===== config.mk =====
export PLATFORM = sky130hd
export DESIGN_NAME = rsa_modexp_sched
export DESIGN_NICKNAME = d
export VERILOG_FILES = /design/src/rtl/rsa_pkg.sv /design/src/rtl/rsa_mm_issue.sv /design/src/rtl/rsa_modexp_sched.sv
export SDC_FILE = /design/constraint.sdc
export NUM_CORES = 2
export LEC_CHECK = 0
export CORE_AREA = 2 2 414 416
export DETAILED_ROUTE_END_ITERATION = 12
export DIE_AREA = 0 0 416 418
export DONT_BUFFER_PORTS = 1
export PLACE_DENSITY = 0.51
export SLEW_MARGIN = 40
export SYNTH_ARGS = -nofsm -noshare
export SYNTH_HDL_FRONTEND = slang
export SYNTH_SLANG_ARGS = --single-unit

===== constraint.sdc =====
create_clock -name clk -period 4.2 [get_ports clk]
set_input_delay 0.84 -clock clk [delete_from_list [all_inputs] [get_ports clk]]
set_output_delay 0.84 -clock clk [all_outputs]
set_load 0.02 [all_outputs]

===== src/rtl/rsa_pkg.sv =====
// Shared constants, operand-select encodings and sequencer states for the
// RSA modular-exponentiation datapath.
package rsa_pkg;

  localparam int unsigned DATA_LENGTH = 1024;
  localparam int unsigned DATA_WIDTH  = $clog2(DATA_LENGTH);

  localparam logic [1:0] SEL_A_AREG = 2'd0;
  localparam logic [1:0] SEL_A_M    = 2'd1;
  localparam logic [1:0] SEL_A_MBAR = 2'd2;

  localparam logic [1:0] SEL_B_AREG = 2'd0;
  localparam logic [1:0] SEL_B_MBAR = 2'd1;
  localparam logic [1:0] SEL_B_T    = 2'd2;
  localparam logic [1:0] SEL_B_ONE  = 2'd3;

  localparam logic DST_AREG = 1'b0;
  localparam logic DST_MBAR = 1'b1;

  typedef enum logic [3:0] {
    IDLE,
    PRE,
    TOMONT,
    INITA,
    SCAN,
    SQR,
    MUL,
    NEXT,
    FROMMONT
  } state_t;

endpackage


===== src/rtl/rsa_mm_issue.sv =====
// Montgomery-multiplier handshake helper: turns an op request into a single
// mm_start pulse, holds the selects and reports completion.
module rsa_mm_issue (
  input  logic       clk,
  input  logic       rst_n,
  input  logic       i_op_req,
  input  logic [1:0] i_a_sel,
  input  logic [1:0] i_b_sel,
  input  logic       i_dst_sel,
  input  logic       i_mm_done,
  output logic       o_mm_start,
  output logic [1:0] o_a_sel,
  output logic [1:0] o_b_sel,
  output logic       o_dst_sel,
  output logic       o_pending,
  output logic       o_op_done
);

  logic       r_mm_start;
  logic       r_pending;
  logic [1:0] r_a_sel;
  logic [1:0] r_b_sel;
  logic       r_dst_sel;

  // r_pending rises together with mm_start, so a done in the start cycle
  // still counts as completion of this op.
  always_ff @(posedge clk or negedge rst_n) begin
    if (!rst_n) begin
      r_mm_start <= 1'b0;
      r_pending  <= 1'b0;
      r_a_sel    <= '0;
      r_b_sel    <= '0;
      r_dst_sel  <= 1'b0;
    end else begin
      r_mm_start <= 1'b0;
      if (i_op_req && !r_pending) begin
        r_mm_start <= 1'b1;
        r_pending  <= 1'b1;
        r_a_sel    <= i_a_sel;
        r_b_sel    <= i_b_sel;
        r_dst_sel  <= i_dst_sel;
      end else if (r_pending && i_mm_done) begin
        r_pending  <= 1'b0;
      end
    end
  end

  assign o_mm_start = r_mm_start;
  assign o_a_sel    = r_a_sel;
  assign o_b_sel    = r_b_sel;
  assign o_dst_sel  = r_dst_sel;
  assign o_pending  = r_pending;
  assign o_op_done  = r_pending & i_mm_done;

endmodule


===== src/rtl/rsa_modexp_sched.sv =====
// Left-to-right binary Montgomery exponentiation sequencer: launches the
// precompute, then issues TOMONT / SQR / MUL / FROMMONT ops to the multiplier.
module rsa_modexp_sched #(
  parameter int unsigned DATA_LENGTH = rsa_pkg::DATA_LENGTH,
  parameter int unsigned IDX_W       = 10,
  parameter int unsigned OPC_W       = 16
) (
  input  logic                   clk,
  input  logic                   rst_n,
  input  logic                   start,
  input  logic [DATA_LENGTH-1:0] exp,
  input  logic                   reuse_pre,
  input  logic                   n_change,
  output logic                   pre_start,
  input  logic                   pre_done,
  output logic                   mm_start,
  input  logic                   mm_done,
  output logic [1:0]             mm_a_sel,
  output logic [1:0]             mm_b_sel,
  output logic                   mm_dst_sel,
  output logic                   load_a_r,
  output logic                   busy,
  output logic                   done,
  output logic [OPC_W-1:0]       op_count
);
  import rsa_pkg::*;

  state_t                 r_state;
  state_t                 w_next;
  logic [DATA_LENGTH-1:0] r_exp;
  logic [IDX_W-1:0]       r_idx;
  logic                   r_pre_valid;
  logic                   r_pre_start;
  logic                   r_load_a;
  logic                   r_done;
  logic [OPC_W-1:0]       r_opc;

  logic                   w_accept;
  logic                   w_bit;
  logic                   w_idx_zero;
  logic                   w_req;
  logic [1:0]             w_a_sel;
  logic [1:0]             w_b_sel;
  logic                   w_dst_sel;
  logic                   w_pending;
  logic                   w_op_done;

  assign w_accept   = (r_state == IDLE) && start;
  assign w_bit      = r_exp[r_idx];
  assign w_idx_zero = (r_idx == '0);

  rsa_mm_issue u_issue (
    .clk       (clk),
    .rst_n     (rst_n),
    .i_op_req  (w_req),
    .i_a_sel   (w_a_sel),
    .i_b_sel   (w_b_sel),
    .i_dst_sel (w_dst_sel),
    .i_mm_done (mm_done),
    .o_mm_start(mm_start),
    .o_a_sel   (mm_a_sel),
    .o_b_sel   (mm_b_sel),
    .o_dst_sel (mm_dst_sel),
    .o_pending (w_pending),
    .o_op_done (w_op_done)
  );

  always_comb begin
    w_next    = r_state;
    w_req     = 1'b0;
    w_a_sel   = SEL_A_AREG;
    w_b_sel   = SEL_B_AREG;
    w_dst_sel = DST_AREG;
    case (r_state)
      IDLE: begin
        if (start) w_next = (reuse_pre && r_pre_valid) ? TOMONT : PRE;
      end
      PRE: begin
        if (pre_done) w_next = TOMONT;
      end
      TOMONT: begin
        w_req     = !w_pending;
        w_a_sel   = SEL_A_M;
        w_b_sel   = SEL_B_T;
        w_dst_sel = DST_MBAR;
        if (w_op_done) w_next = INITA;
      end
      INITA: w_next = SCAN;
      SCAN: begin
        if (w_bit)           w_next = SQR;
        else if (w_idx_zero) w_next = FROMMONT;
      end
      SQR: begin
        w_req = !w_pending;
        if (w_op_done) w_next = w_bit ? MUL : NEXT;
      end
      MUL: begin
        w_req   = !w_pending;
        w_b_sel = SEL_B_MBAR;
        if (w_op_done) w_next = NEXT;
      end
      NEXT: w_next = w_idx_zero ? FROMMONT : SQR;
      FROMMONT: begin
        w_req   = !w_pending;
        w_b_sel = SEL_B_ONE;
        if (w_op_done) w_next = IDLE;
      end
      default: w_next = IDLE;
    endcase
  end

  always_ff @(posedge clk or negedge rst_n) begin
    if (!rst_n) begin
      r_state     <= IDLE;
      r_exp       <= '0;
      r_idx       <= '0;
      r_pre_valid <= 1'b0;
      r_pre_start <= 1'b0;
      r_load_a    <= 1'b0;
      r_done      <= 1'b0;
      r_opc       <= '0;
    end else begin
      r_state     <= w_next;
      r_pre_start <= w_accept && (w_next == PRE);
      r_load_a    <= (r_state == TOMONT) && w_op_done;
      r_done      <= (r_state == FROMMONT) && w_op_done;

      if (w_accept) r_exp <= exp;

      if (r_state == INITA)
        r_idx <= IDX_W'(DATA_LENGTH - 1);
      else if (((r_state == SCAN) && !w_bit && !w_idx_zero) ||
               ((r_state == NEXT) && !w_idx_zero))
        r_idx <= r_idx - IDX_W'(1);

      // A modulus reload beats a same-cycle precompute completion.
      if (n_change)
        r_pre_valid <= 1'b0;
      else if ((r_state == PRE) && pre_done)
        r_pre_valid <= 1'b1;

      if (w_accept)
        r_opc <= '0;
      else if (mm_start && (r_opc != '1))
        r_opc <= r_opc + OPC_W'(1);
    end
  end

  assign pre_start = r_pre_start;
  assign load_a_r  = r_load_a;
  assign done      = r_done;
  assign busy      = (r_state != IDLE);
  assign op_count  = r_opc;

endmodule

==> reports/qor.txt <==
post-DP HPWL -> 143.1 mm
total grt overflow -> 0
Distinct cells, synth -> 76
main combinational cell family by area after synthesis -> simple AND/OR/NAND/NOR gates
mux cell area share after synthesis -> 12.38%
Setup crit end kind -> flip-flop
XOR/XNOR share of the synthesized area -> 0.2305%
Initial DRC Count -> 3531
fin area -> 56350 um2
vias per std cell -> 4.914
cell count after synthesis -> 5415
Final Core Density -> 33.32%
post-route ant nets -> 0
Post-Synth Simple-Gate Area -> 26.04%
Initial Util -> 29.21%
Max-Cap Viols -> 0
pin count of the biggest net entering global routing -> 192
FFs w/ async S/R, synth -> 100.0%
first-pass GRT wire length -> 268.4 mm
# fillers -> 17420
Synth Area in Compound Gates -> 3.412%
antenna violations before repair -> 33
placed cell count -> 7445
Worst-Margin Slew -> 0.7766 ns
wire per inst -> 24.61 um
Post-synth EDFFs -> 0
RD Place Congestion -> 0.8666
Clock Latency Late Sink -> 0.77 ns
CTS Buf Count -> 119
Global Route Usage Sum -> 21.27%
Worst Min Path Start -> n_change
CP required -> 4.82 ns
R2R Setup Slk -> 0.19 ns
# rows -> 151
TritonCTS clock tree -> built
Post-Layout Cell Count -> 7689
crit path time final -> 4.011 ns
Synth top cells by count -> 3155 x nand2_1, 1063 x dfrtp_1, 257 x clkbuf_1
crit path from -> r_idx[0]$_DFFE_PN0P_
YS warnings -> 0
CP Capture Point -> r_idx[2]$_DFFE_PN0P_
vias in the first global route -> 38190
Post-synth top flop -> dfrtp_1
worst-path maximum fanout -> 18
hold crit path type -> primary input to flip-flop
DR vias -> 37780
Residual DRC -> 0
Die ar. -> 173900 um2
unrepaired setup endpoints after global routing -> no
top post-synthesis cells by area -> dfrtp_1 54%, nand2_1 24%, mux4_2 6.2%
setup violators final -> 0
R2R Path Start -> r_idx[0]$_DFFE_PN0P_
CP max-delay cell -> mux4_1
total I/O pin count -> 1057
critical path startpoint category -> flip-flop
Final #Nets -> 6387
Post-Synthesis Cell Area -> 49390 um2
area share of the largest cell type after synthesis -> 53.86%
fraction of final layout cells sized beyond drive strength 1 -> 9.960%
register area share after synthesis -> 53.86%
crit path kind -> flip-flop to flip-flop
CP arrival -> 4.63 ns
clk buf depth -> 3
CTS root buf -> clkbuf_16
Hold WS -> 0.1322 ns
Hold Fails Final Rpt -> 0
max-slew violations -> 0
DRT Pass-1 Iters -> 5
status -> finished, final reports clean
skew final -> 0.03459 ns
total power -> 0.04763 W
placed instance area -> 52070 um2
Yosys reg bits -> 1063
area delta synth->final -> 14.09%
CORE AREA -> 169100 um2
cell mode on critical path -> buf_4
Power Dens Cells -> 845.2 nW/um2
number of buffer cells added on primary ports -> 0
Synth Area in Adders -> 0.05067%
clk slew on worst S/H paths -> 0.06 ns
period utilisation layout -> 95.51%
worst r2r dst -> r_idx[2]$_DFFE_PN0P_
syn_nets -> 6448
maximum clock rate -> 249.3 MHz
Max VDD drop -> 0.0006660 V
Avg Inst Size Synth -> 9.121 um2
total wire length -> 189.2 mm
worst path cell trace -> buf_12 -> mux4_1 -> a22oi_1 -> a21oi_1 -> nor4_1 -> buf_4 -> o221ai_1 -> a311oi_1 -> or4_1 -> a31o_2 -> buf_4 -> nand3_1 -> mux2i_1
R2R cell count -> 13
most common cell in the synthesized netlist -> nand2_1
Slew headroom -> 48.23%
die height -> 418 um
CP peak stage delay -> 0.66 ns
width of the die -> 416 um
# H-tree levels -> 3
largest area contributor in the netlist -> dfrtp_1
clock sink count -> 1063
Leakage -> 28.91 nW
[layout make-up]
cell class | instances | area [um2] | share of cell area, %
inverters | 15 | 56.30 | 0.09992
diodes | 19 | 47.55 | 0.08438
repair buffers | 166 | 1878 | 3.333
clock inverters | 49 | 649.4 | 1.152
clock buffers | 170 | 3440 | 6.104
multi-input cells | 3989 | 20880 | 37.06
flip-flops and latches | 1063 | 26620 | 47.24
well taps | 2218 | 2775 | 4.925
[cells in the final DEF, fill, tap and decap left out, drive strengths merged, types with 8 or more instances in the layout]
master and count:
nand2 3156, dfrtp 1063, mux2i 193, mux4 174, clkbuf 171, buf 164
a22oi 71, nor2 61, a21oi 48, nand3 38, o21ai 27, clkinv 26
inv 21, nor3 20, diode 19, o22ai 19, a31oi 13, bufinv 12
and2 12, mux2 11, nand4 11, and3 11, xor2 10, nand2b 10
nor2b 10, o211ai 9, nor4 8, a211oi 8
[stage by stage]
step | setup TNS, ns | worst slack [ns]
finish | 0 | 0.1885
global route | 0 | 0.01434
CTS | 0 | 0.1858
detailed placement | -1.100 | -0.1490
global placement | -0.8399 | -0.1226
floorplan | 0 | 0.9376
[how the worst min path moves through the flow]
stage,endpoint,depth (start not counted)
3_5_place_dp,r_exp[453]$_DFFE_PN0P_,2
4_1_cts,r_pre_valid$_DFFE_PN0P_,1
2_1_floorplan,r_exp[105]$_DFFE_PN0P_,2
6_report,r_pre_valid$_DFFE_PN0P_,1
5_1_grt,r_pre_valid$_DFFE_PN0P_,1
3_3_place_gp,r_exp[479]$_DFFE_PN0P_,2
[state kept, by name, indices dropped and copies added, names as in the netlist]
register and cells:
r_exp 1024, op_count 16, r_idx 10, r_state 4, u_issue.o_b_sel 2, done 1, load_a_r 1, pre_start 1
r_pre_valid 1, u_issue.o_dst_sel 1, u_issue.o_mm_start 1, u_issue.o_pending 1
[layer usage]
layer	vias to the layer above	track usage [%]	part of all wire, %	routed length, um
met5	-	0	0.047	88
met4	12	7.673	3.3	6268
met3	268	3.630	5.4	10170
met2	1291	36.09	50	94220
met1	18840	27.23	41	78470
li1	17370	-	-	-
[critical path: cells and delay by family, from the launching register on]
family	cells	cell delay, ns
buf+inv	3	0.56
compound gates	5	1.29
mux	2	0.79
flops	1	0.45
simple gates	3	0.74
[power by group]
| part | internal [W] | switching, W | leakage, nW | total (W) |
|---|---|---|---|---|
| clock | 0.00644 | 0.00455 | 2.01 | 0.0110 |
| sequential | 0.0151 | 0.00326 | 13.2 | 0.0183 |
| combinational | 0.00745 | 0.0109 | 13.7 | 0.0183 |
| total | 0.0289 | 0.0187 | 28.9 | 0.0476 |
[kinds of logic (layout without fill, tap and decap cells)]
family / count (synthesis) / after routing
compound gates: 246 / 246
fa+ha+maj: 2 / 2
flops: 1063 / 1063
simple gates: 3349 / 3349
other cells: 1 / 20
xor+xnor: 13 / 13
buf+inv: 363 / 400
mux: 378 / 378
[what timing repair did]
action | 4_1_cts | 5_1_grt
setup endpoints to repair | 13 | 102
gates resized for setup | 0 | 2
pin swaps | 0 | 0
gates cloned | 0 | 1
hold buffers | 2 | 0
hold endpoints to repair | 115 | 0
buffers inserted | 1 | 0
(Power assumes the default switching activity.)
